===== config.mk =====
export PLATFORM = sky130hd
export DESIGN_NAME = csr_ctrl
export DESIGN_NICKNAME = d
export VERILOG_FILES = /design/src/rtl/csr_ctrl.sv
export SDC_FILE = /design/constraint.sdc
export NUM_CORES = 1
export LEC_CHECK = 0
export ABC_CLOCK_PERIOD_IN_PS = 3030
export CAP_MARGIN = 10
export CORE_MARGIN = 2
export CORE_UTILIZATION = 46
export CTS_CLUSTER_DIAMETER = 80
export DETAILED_ROUTE_END_ITERATION = 10
export PLACE_DENSITY = 0.7
export SLEW_MARGIN = 30
export SYNTH_ARGS = -nofsm -noshare
export SYNTH_HDL_FRONTEND = slang
export SYNTH_SLANG_ARGS = --single-unit

===== constraint.sdc =====
create_clock -name clk_i -period 3.03 [get_ports clk_i]
set_input_delay 0.303 -clock clk_i [delete_from_list [all_inputs] [get_ports clk_i]]
set_output_delay 0.303 -clock clk_i [all_outputs]
set_load 0.03 [all_outputs]

===== src/rtl/csr_ctrl.sv =====
// Zicsr read-modify-write sequencer with machine-mode CSR storage and 64-bit cycle counter.
// Optional: define CSR_INSTRET_EN to add the instret counter and its four addresses.
module csr_ctrl #(
  parameter logic [31:0] MTVEC_RESET = 32'h0000_0000
) (
  input  logic        clk_i,
  input  logic        rst_i,
  input  logic        req_i,
  input  logic [2:0]  funct3_i,
  input  logic [11:0] csr_adr_i,
  input  logic [31:0] rs1_val_i,
  input  logic [4:0]  uimm_i,
  input  logic        retire_i,
  output logic        ack_o,
  output logic [31:0] rd_val_o,
  output logic        illegal_o
);
  localparam logic [11:0] A_MSCRATCH = 12'h340, A_MTVEC   = 12'h305, A_MEPC    = 12'h341,
                          A_MCAUSE   = 12'h342, A_MCYCLE  = 12'hB00, A_MCYCLEH = 12'hB80,
                          A_CYCLE    = 12'hC00, A_CYCLEH  = 12'hC80;
`ifdef CSR_INSTRET_EN
  localparam logic [11:0] A_MINSTRET = 12'hB02, A_MINSTRETH = 12'hB82,
                          A_INSTRET  = 12'hC02, A_INSTRETH  = 12'hC82;
`endif

  typedef enum logic [2:0] {S_IDLE, S_READ, S_MODIFY, S_WRITE, S_DONE} state_e;
  state_e state_q, state_d;

  logic [1:0]  op_q, op_d;
  logic [11:0] adr_q, adr_d;
  logic [31:0] opnd_q, opnd_d, old_q, old_d, new_q, new_d;
  logic        sup_q, sup_d, ill_q, ill_d;
  logic        ack_q, ack_d, illegal_q, illegal_d;
  logic [31:0] rd_val_q, rd_val_d;
  logic [31:0] mscratch_q, mscratch_d, mtvec_q, mtvec_d, mepc_q, mepc_d, mcause_q, mcause_d;
  logic [63:0] cycle_q, cycle_d;
`ifdef CSR_INSTRET_EN
  logic [63:0] instret_q, instret_d;
`else
  logic        unused_retire;
  assign unused_retire = retire_i;
`endif
  logic [31:0] rdata;
  logic        mapped;

  always_comb begin
    state_d = state_q;
    case (state_q)
      S_IDLE:   if (req_i) state_d = S_READ;
      S_READ:   state_d = S_MODIFY;
      S_MODIFY: state_d = S_WRITE;
      S_WRITE:  state_d = S_DONE;
      default:  state_d = S_IDLE;
    endcase
  end

  always_comb begin
    rdata  = '0;
    mapped = 1'b1;
    case (adr_q)
      A_MSCRATCH:        rdata = mscratch_q;
      A_MTVEC:           rdata = mtvec_q;
      A_MEPC:            rdata = mepc_q;
      A_MCAUSE:          rdata = mcause_q;
      A_MCYCLE, A_CYCLE:   rdata = cycle_q[31:0];
      A_MCYCLEH, A_CYCLEH: rdata = cycle_q[63:32];
`ifdef CSR_INSTRET_EN
      A_MINSTRET, A_INSTRET:   rdata = instret_q[31:0];
      A_MINSTRETH, A_INSTRETH: rdata = instret_q[63:32];
`endif
      default:           mapped = 1'b0;
    endcase
  end

  always_comb begin
    op_d = op_q; adr_d = adr_q; opnd_d = opnd_q; sup_d = sup_q;
    old_d = old_q; new_d = new_q; ill_d = ill_q;
    mscratch_d = mscratch_q; mtvec_d = mtvec_q; mepc_d = mepc_q; mcause_d = mcause_q;
    cycle_d = cycle_q + 64'd1;
`ifdef CSR_INSTRET_EN
    instret_d = instret_q + {63'd0, retire_i};
`endif
    if (state_q == S_IDLE && req_i) begin
      op_d   = funct3_i[1:0];
      adr_d  = csr_adr_i;
      opnd_d = funct3_i[2] ? {27'b0, uimm_i} : rs1_val_i;
      sup_d  = (funct3_i[1:0] != 2'b01) && (uimm_i == 5'd0);
    end
    if (state_q == S_READ) old_d = rdata;
    if (state_q == S_MODIFY) begin
      case (op_q)
        2'b01:   new_d = opnd_q;
        2'b10:   new_d = old_q | opnd_q;
        2'b11:   new_d = old_q & ~opnd_q;
        default: new_d = old_q;
      endcase
      // funct3 low bits 00 is not a CSR op; reject rather than guess
      ill_d = !mapped || (op_q == 2'b00) || ((adr_q[11:10] == 2'b11) && !sup_q);
    end
    // counter writes replace the increment for that cycle, so no carry crosses halves
    if (state_q == S_WRITE && !ill_q && !sup_q) begin
      case (adr_q)
        A_MSCRATCH: mscratch_d = new_q;
        A_MTVEC:    mtvec_d    = {new_q[31:2], 2'b00};
        A_MEPC:     mepc_d     = {new_q[31:2], 2'b00};
        A_MCAUSE:   mcause_d   = new_q;
        A_MCYCLE:   cycle_d    = {cycle_q[63:32], new_q};
        A_MCYCLEH:  cycle_d    = {new_q, cycle_q[31:0]};
`ifdef CSR_INSTRET_EN
        A_MINSTRET:  instret_d = {instret_q[63:32], new_q};
        A_MINSTRETH: instret_d = {new_q, instret_q[31:0]};
`endif
        default: ;
      endcase
    end
  end

  always_comb begin
    ack_d     = (state_q == S_DONE);
    rd_val_d  = rd_val_q;
    illegal_d = illegal_q;
    if (state_q == S_DONE) begin
      rd_val_d  = ill_q ? '0 : old_q;
      illegal_d = ill_q;
    end
  end

  assign ack_o     = ack_q;
  assign rd_val_o  = rd_val_q;
  assign illegal_o = illegal_q;

  always_ff @(posedge clk_i) begin
    if (rst_i) begin
      state_q <= S_IDLE;
      op_q <= '0; adr_q <= '0; opnd_q <= '0; sup_q <= 1'b0;
      old_q <= '0; new_q <= '0; ill_q <= 1'b0;
      ack_q <= 1'b0; rd_val_q <= '0; illegal_q <= 1'b0;
      mscratch_q <= '0; mepc_q <= '0; mcause_q <= '0;
      mtvec_q <= {MTVEC_RESET[31:2], 2'b00};
      cycle_q <= '0;
`ifdef CSR_INSTRET_EN
      instret_q <= '0;
`endif
    end else begin
      state_q <= state_d;
      op_q <= op_d; adr_q <= adr_d; opnd_q <= opnd_d; sup_q <= sup_d;
      old_q <= old_d; new_q <= new_d; ill_q <= ill_d;
      ack_q <= ack_d; rd_val_q <= rd_val_d; illegal_q <= illegal_d;
      mscratch_q <= mscratch_d; mtvec_q <= mtvec_d; mepc_q <= mepc_d; mcause_q <= mcause_d;
      cycle_q <= cycle_d;
`ifdef CSR_INSTRET_EN
      instret_q <= instret_d;
`endif
    end
  end
endmodule


Yosys cells after proc, flatten, opt, wreduce, memory -nomap -nowiden
Index checks and enable logic that the tools add are counted.
Storage, ports and cells
  flip-flop bits (word level): 337
  input bits: 56
  word-level logic and storage cells: 70
Operators by class
  add/subtract/negate cells: 1
  equality and inequality tests: 20
  mux-type cells: 9
  bitwise logic cells: 3
  reductions and logical operators: 20
Operator list (count)
  $pmux W32 S6: 1
  $pmux W64 S2: 1
  $pmux W32 S3: 1
  $add A64 B1 Y64 const B: 1
  $mux W32: 2
  $mux W64: 1
  $eq A12 B10 Y1 const B: 4
  $eq A12 B12 Y1 const B: 4
  $and A32 B32 Y32: 1
  $not A32 Y32: 1
  $or A32 B32 Y32: 1
  $pmux W3 S4: 1
  $reduce_and A2 Y1: 4
  $reduce_or A8 Y1: 1
  $eq A2 B2 Y1 const B: 3
  $eq A3 B2 Y1 const B: 2
  $ne A2 B2 Y1 const B: 3
  $logic_and A1 B1 Y1: 5
  $logic_not A5 Y1: 1
  $reduce_or A2 Y1: 2
  $eq A3 B1 Y1 const B: 1
  $eq A3 B3 Y1 const B: 1
  $logic_not A1 Y1: 3
  $logic_not A3 Y1: 1
  other kinds (6): 7

Longest topological paths before layout
Gate-level depths: netlist of the first run.
  depth after elaboration: 6
  gate-level depth with buffers: 9

Worst setup path after synthesis of the first run
No wires, ideal clock.
  path type: reg-to-reg
  start: register cycle_q[0]
  end: register cycle_q[58]
  arrival time: 1.903 ns
  slack: 0.995 ns
  stages on the path, launching flop included: 9
  path buffers: 1
  period minus slack after synthesis: 2.035 ns
  cells stage by stage: dfxtp_1 -> ha_1 -> nand3_1 -> nor3_2 -> buf_4 -> nand4_2 -> o311a_1 -> a31oi_1 -> a31oi_1
On the way
  longest elaborated chain between the ends: 3
Ends and longest elaborated chain
  start, declared: RTL line 36  | logic [63:0] cycle_q, cycle_d;
  start signal, assigned: RTL line 150  | cycle_q <= cycle_d;
  $add A64 B1 Y64 (*): RTL line 79  | cycle_d = cycle_q + 64'd1;
  $pmux W64 S2: RTL line 102  | case (adr_q)
  $mux W64 (*): RTL line 101  | if (state_q == S_WRITE && !ill_q && !sup_q) begin
Mark *: on every way between the ends. The rest lies on a longest branch, timed or not.
A chain may end at the register's enable or synchronous reset.

Worst setup path in the final report of the first run
  start: register cycle_q[1]
  end: register cycle_q[36]
The elaborated chain is that of the path after synthesis.

==> results of run 1 <==
## Yosys cell counts (all sizes together), types with 36 or more instances
| library cell | instances |
|---|---|
| nor3 | 63 |
| o21ai | 92 |
| a22oi | 60 |
| dfxtp | 337 |
| nand2 | 400 |
| buf | 52 |
| nor2 | 192 |
| mux2i | 52 |
| a21oi | 294 |
| clkbuf | 118 |
| nand3b | 36 |
| nand3 | 36 |
## sequential cells by signal (all words and copies together), names as in the netlist, 32 cells and up
register	count
cycle_q	64
mcause_q	32
mscratch_q	32
new_q	32
old_q	32
opnd_q	32
rd_val_o	32
## worst max-delay path, delay by kind of cell (launching register included)
family	cells	cell delay (ns)
AOI/OAI and AO/OA	1	0.15
DFF	1	0.43
adders and majority gates	1	0.24
and+or+nand+nor	5	1.66
## area by class of cell
type / instances / share of cell area (%)
Tap cell: 455 / 3.07
Multi-Input combinational cell: 1536 / 45.6
Sequential cell: 337 / 36.3
Clock buffer: 47 / 5.80
Timing Repair Buffer: 137 / 7.33
Inverter: 15 / 0.303
Clock inverter: 20 / 1.56
## cells by family after synthesis
logic type / Yosys count / synth area share (%)
and+or+nand+nor: 903 / 27.3
AOI/OAI and AO/OA: 573 / 21.6
DFF: 337 / 42.3
buffers and inverters: 185 / 5.00
muxes: 56 / 3.54
xor gates and xnor gates: 3 / 0.165
adders and majority gates: 1 / 0.0784
## stage by stage
stage / cells / util, %
final: 2547 / 54.0
after global routing: 2547 / 54.0
after CTS: 2547 / 54.0
after detailed placement: 2480 / 50.0
after global placement: 2480 / 50.0
after floorplan: 2058 / -
## how the worst max path moves through the flow
| stage | from | endpoint | slack [ns] | cells after the start |
|---|---|---|---|---|
| after floorplan | cycle_q[0] | cycle_q[58] | 0.99 | 8 |
| after global placement | adr_q[0] | old_q[30] | 0.44 | 7 |
| after detailed placement | cycle_q[0] | cycle_q[36] | 0.58 | 7 |
| after CTS | cycle_q[0] | cycle_q[36] | 0.55 | 7 |
| after global routing | cycle_q[1] | cycle_q[36] | 0.40 | 7 |
| final | cycle_q[1] | cycle_q[36] | 0.47 | 7 |
## power groups by stage
stage | Combinational, W | Clock [W] | Sequential, W
after global placement | 0.000847 | 0 | 0.00476
final | 0.000878 | 0.00503 | 0.00468
after CTS | 0.000865 | 0.00508 | 0.00467
after global routing | 0.000953 | 0.00526 | 0.00469
after detailed placement | 0.000857 | 0 | 0.00477
after floorplan | 0.000576 | 0 | 0.00471
## routing by layer
metal  up-vias  routed length [microns]
li1       7316                        -
met1      7439                    22800
met2       710                    23100
met3       113                     4610
met4         0                     1710
met5         -                        0
==> reports/qor.yml, run 1 <==
layout:
  multi_input_area_sq_um: 8470
  area_delta_synth_final_pct: 16.3
  fillers: 3197
  fin_nets: 2121
  drive_gt1_share_pct: 7.50
  seq_area_sq_um: 6750
  fin_area_sq_um: 18600
  diodes: 0
  final_common_cell: "nand2_1"
  layout_common_cells: "nand2_1 (398), dfxtp_1 (336), a21oi_1 (294)"
cts:
  cts_inserted_buffers: 37
  postCtsResizedCells: 0
  clk-insertion-delay-late_ns: 0.54
  cts_sinks: 337
  ctsRootBufferMaster: "clkbuf_16"
  cts-hold-fix-buffers: 0
  htreeDepth: 2
  cts_tree: "done"
  cts_setup_buffers: 0
  cts.reportedPaths.clkPinSlew_ns: 0.06
  ctsLongestPathBuffers: 3
min_path:
  hold_depth: 2
  hold_path.class: "in -> reg"
  hold_path_end: "rd_val_o[12]"
  worstHoldStart: "rst_i"
worst_setup_path:
  critPathLaunchType: "flip-flop"
  regToRegSetupSlack_ns: 0.47
  crit_arrival_ns: 3.02
  critPathMostFrequentCell: "nand3_1"
  required_ns: 3.48
  worstPathMaxFanout: 10
  crit_type: "reg -> reg"
  critical_path.max_stage_delay_ns: 0.53
  crit_slowest_cell: "and3_1"
  r2r_end: "cycle_q[36]"
  reg2regPathDepth: 7
  worstPathCellList: "ha_1 -> nand3_1 -> nor3_2 -> and3_1 -> nand3_1 -> or3_1 -> a31oi_1"
  r2r-start: "cycle_q[1]"
  crit_path_end_kind: "flip-flop"
logic_synthesis:
  yosys-top-cells-area: "dfxtp_1 (42%), nand2_1 (9.4%), a21oi_1 (9.2%)"
  async_flop_share_pct: 0
  synthCells: 2058
  synth_edf_count: 0
  synth_nets: 2115
  ys.warnings.count: 0
  synth_area_per_cell_sq_um: 7.76
  yosysUniqueCellTypes: 67
  synth_top_area_share_pct: 42.3
  syn_area_sq_um: 16000
  synth_flop_cell: "dfxtp_1"
  yosysSeqAreaShare_pct: 42.3
  ys_ff_latch: 337
  synth_top_area_cell: "dfxtp_1"
power_and_ir_drop:
  p_clk_share_pct: 47.5
  ir_drop_mv: 0.380
  p_seq_share_pct: 44.2
  power.density_nw_per_um2: 570
  swShare_pct: 24.6
  power_w: 0.0106
  power_leakage_nw: 5.98
  intPower_w: 0.00798
  p_sw_w: 0.00260
  comb_power_share_pct: 8.3
placement:
  dpl-instance-area_sq_um: 17200
  port_buffers: 88
  place_ws_ns: 0.577
  hpwl_microns: 34400
  place.gp.congestion: 0.952
global_route:
  grt_pass1_vias: 14300
  grt_util_met1_pct: 38.9
  grt_use_met3_pct: 4.86
  grt_usage_pct: 28.2
  grt_pass1_wl_microns: 81000
  antenna_found_initial: 0
  grt.overflow.total: 0
  use_met2_pct: 44.3
  grt_max_degree: 105
  gr-max-usage-layer: "met2"
flow_run:
  maxCapViolCount: 0
sta:
  fmax_ghz: 0.390
  fin_skew_ns: 0.0182
  max_slew_margin_pct: 38.9
  final_hold_viol_count: 0
  setup_viol: 0
  fin_setup_tns_ns: 0
  maxSlewViolCount: 0
  fin_ws_ns: 0.466
  hold_ws_ns: 0.236
  rsz0062_at_grt: "false"
  finalCriticalPeriod_ns: 2.56
  tightestPinTransition_ns: 0.916
  finalCritPeriodShare_pct: 84.6
drt:
  drc_errors: 0
  drt_iter0_markers: 1708
  via_per_inst: 6.12
  wire_per_inst_microns: 20.5
  wirelength_microns: 52200
  num_vias: 15600
  ant_nets: 0
  first_pass_iters: 7
die:
  dieArea_sq_um: 36200
  die_h_microns: 190
  pin_count: 90
  coreArea_sq_um: 34400
  initial_core_util_pct: 46.5
  die_w_microns: 190
  fp-row-count: 68
outcome:
  status: "finished clean"
(Power assumes the default switching activity.)
==> inputs of run 2 (changes only) <==
Settings changed: ABC_CLOCK_PERIOD_IN_PS 3030 to 2500.
Clock period 3.03 ns to 2.5 ns, I/O delays scaled along.
==> run 2 against run 1 <==
Net effect:
- design area up 1.9%
- critical path depth unchanged
- count of clock-buffer cells in the layout increased by 3
- highest routed layer is now met5
==> reports/qor.yml, run 2 (synthesis results as in run 1) <==
power_and_ir_drop:
  comb_power_share_pct: 8.6  # +0.3 points
  power_w: 0.0126  # +19%
  power_leakage_nw: 6.17  # +3.2%
  power.density_nw_per_um2: 668  # +17%
  p_clk_share_pct: 46.5  # -1.0 points
  p_sw_w: 0.00303  # +16%
  intPower_w: 0.00961  # +20%
  swShare_pct: 24.0  # -0.63 points
  ir_drop_mv: 0.610  # +61%
  p_seq_share_pct: 44.9  # +0.7 points
sta:
  finalCritPeriodShare_pct: 96.5  # +12 points
  fmax_ghz: 0.415  # +6.3%
  tightestPinTransition_ns: 0.733  # -0.184 ns
  maxSlewViolCount: 0  # unchanged
  final_hold_viol_count: 0  # unchanged
  fin_skew_ns: 0.0186  # +0.000391 ns
  setup_viol: 0  # unchanged
  fin_setup_tns_ns: 0  # unchanged
  rsz0062_at_grt: "false"
  finalCriticalPeriod_ns: 2.41  # -0.151 ns
  max_slew_margin_pct: 51.2  # +12 points
die:
  die_w_microns: 190  # unchanged
  dieArea_sq_um: 36200  # unchanged
  initial_core_util_pct: 46.5  # unchanged
  die_h_microns: 190  # unchanged
  pin_count: 90  # unchanged
  fp-row-count: 68  # unchanged
  coreArea_sq_um: 34400  # unchanged
drt:
  drc_errors: 0  # unchanged
  ant_nets: 0  # unchanged
  wire_per_inst_microns: 20.4  # -0.38%
  wirelength_microns: 52800  # +1.1%
  num_vias: 15800  # +1.3%
  first_pass_iters: 6  # -1
  via_per_inst: 6.10  # -0.21%
  drt_iter0_markers: 1652  # -3.3%
cts:
  clk-insertion-delay-late_ns: 0.53  # about the same
  cts_tree: "done"
  cts_sinks: 337  # unchanged
  ctsRootBufferMaster: "clkbuf_16"
  htreeDepth: 2  # unchanged
  cts.reportedPaths.clkPinSlew_ns: 0.07  # about the same
  ctsLongestPathBuffers: 3  # unchanged
  cts_inserted_buffers: 37  # unchanged
  cts_setup_buffers: 0  # unchanged
  postCtsResizedCells: 0  # unchanged
  cts-hold-fix-buffers: 0  # unchanged
global_route:
  grt.overflow.total: 0  # unchanged
  grt_pass1_vias: 15000  # +4.8%
  antenna_found_initial: 1  # +1
  grt_max_degree: 90  # -14%
  grt_usage_pct: 28.8  # +0.62 points
  grt_pass1_wl_microns: 82800  # +2.2%
layout:
  fin_nets: 2164  # +2.0%
  fin_cells: 2585  # +1.5%
  drive_gt1_share_pct: 8.97  # +1.5 points
  largest_reg_flops: 64  # unchanged
  final_common_cell: "nand2_1"
  area_delta_synth_final_pct: 18.5
  top_register: "cycle_q"
  layout_common_cells: "nand2_1 (398), dfxtp_1 (336), a21oi_1 (294)"
  diodes: 0  # unchanged
worst_setup_path:
  crit_path_end_kind: "flip-flop"
  worstPathMaxFanout: 31  # +21
  required_ns: 2.88  # -0.60 ns
  critPathLaunchType: "flip-flop"
  crit_arrival_ns: 2.79  # -0.23 ns
  crit_type: "reg -> reg"
min_path:
  hold_path.class: "in -> reg"
placement:
  port_buffers: 88  # unchanged
  place.gp.congestion: 0.995  # +4.5%
  hpwl_microns: 35900  # +4.1%
  dp_cells: 2523  # +1.7%
outcome:
  status: "finished clean"
flow_run:
  maxCapViolCount: 0  # unchanged
## run 2: area by class of cell
cell class | count | area [sq um]
sequential | 337 | 6750
multi-input combinational | 1536 | 8470
fill | 3175 | 15400
clock inverter | 12 | 243
clock buffer | 50 | 1060
tap | 455 | 569
inverter | 15 | 56.3
timing repair buffer | 180 | 1780
## run 2: final timing paths
path	slack, ns	end	startpoint	depth (start not counted)
setup / recovery	0.09	old_q[18]	adr_q[5]	7
hold / removal	0.12	new_q[16]	rst_i	2
setup reg to reg	0.09	old_q[18]	adr_q[5]	7
hold reg to reg	0.45	mepc_q[15]	mepc_q[15]	2
## run 2: per-stage QoR
stage	setup WS, ns	utilization, %	hold WS (ns)	area [sq um]
floorplan	0.465	-	0.386	16000
global placement	0.221	51.2	0.436	17600
detailed placement	0.198	51.3	0.444	17600
CTS	0.194	55.1	0.106	18900
global route	0.0259	55.1	0.144	18900
finish	0.0878	55.1	0.124	18900
## run 2: power groups by stage
stage               combinational, W  sequential (W)  clock [W]
floorplan                   0.000698         0.00571          0
global placement             0.00105         0.00578          0
detailed placement           0.00107         0.00578          0
CTS                          0.00108         0.00566    0.00596
global route                 0.00119         0.00568    0.00618
finish                       0.00109         0.00567    0.00588
## run 2: layer usage
| layer | track usage, % | up-vias | share of wire, % |
|---|---|---|---|
| li1 | - | 7400 | - |
| met1 | 39.0 | 7542 | 43 |
| met2 | 45.6 | 713 | 45 |
| met3 | 5.32 | 120 | 9.2 |
| met4 | 11.1 | 2 | 3.3 |
| met5 | 0 | - | 0.040 |
## run 2: worst max-delay path: stages (launching register included)
cell and delay [ns]:
dfxtp_1 0.40, or3_1 0.28, nor2_1 0.08, and4_1 0.24, buf_12 0.17, a221o_1 0.38
a221oi_1 0.60, nor3_1 0.11
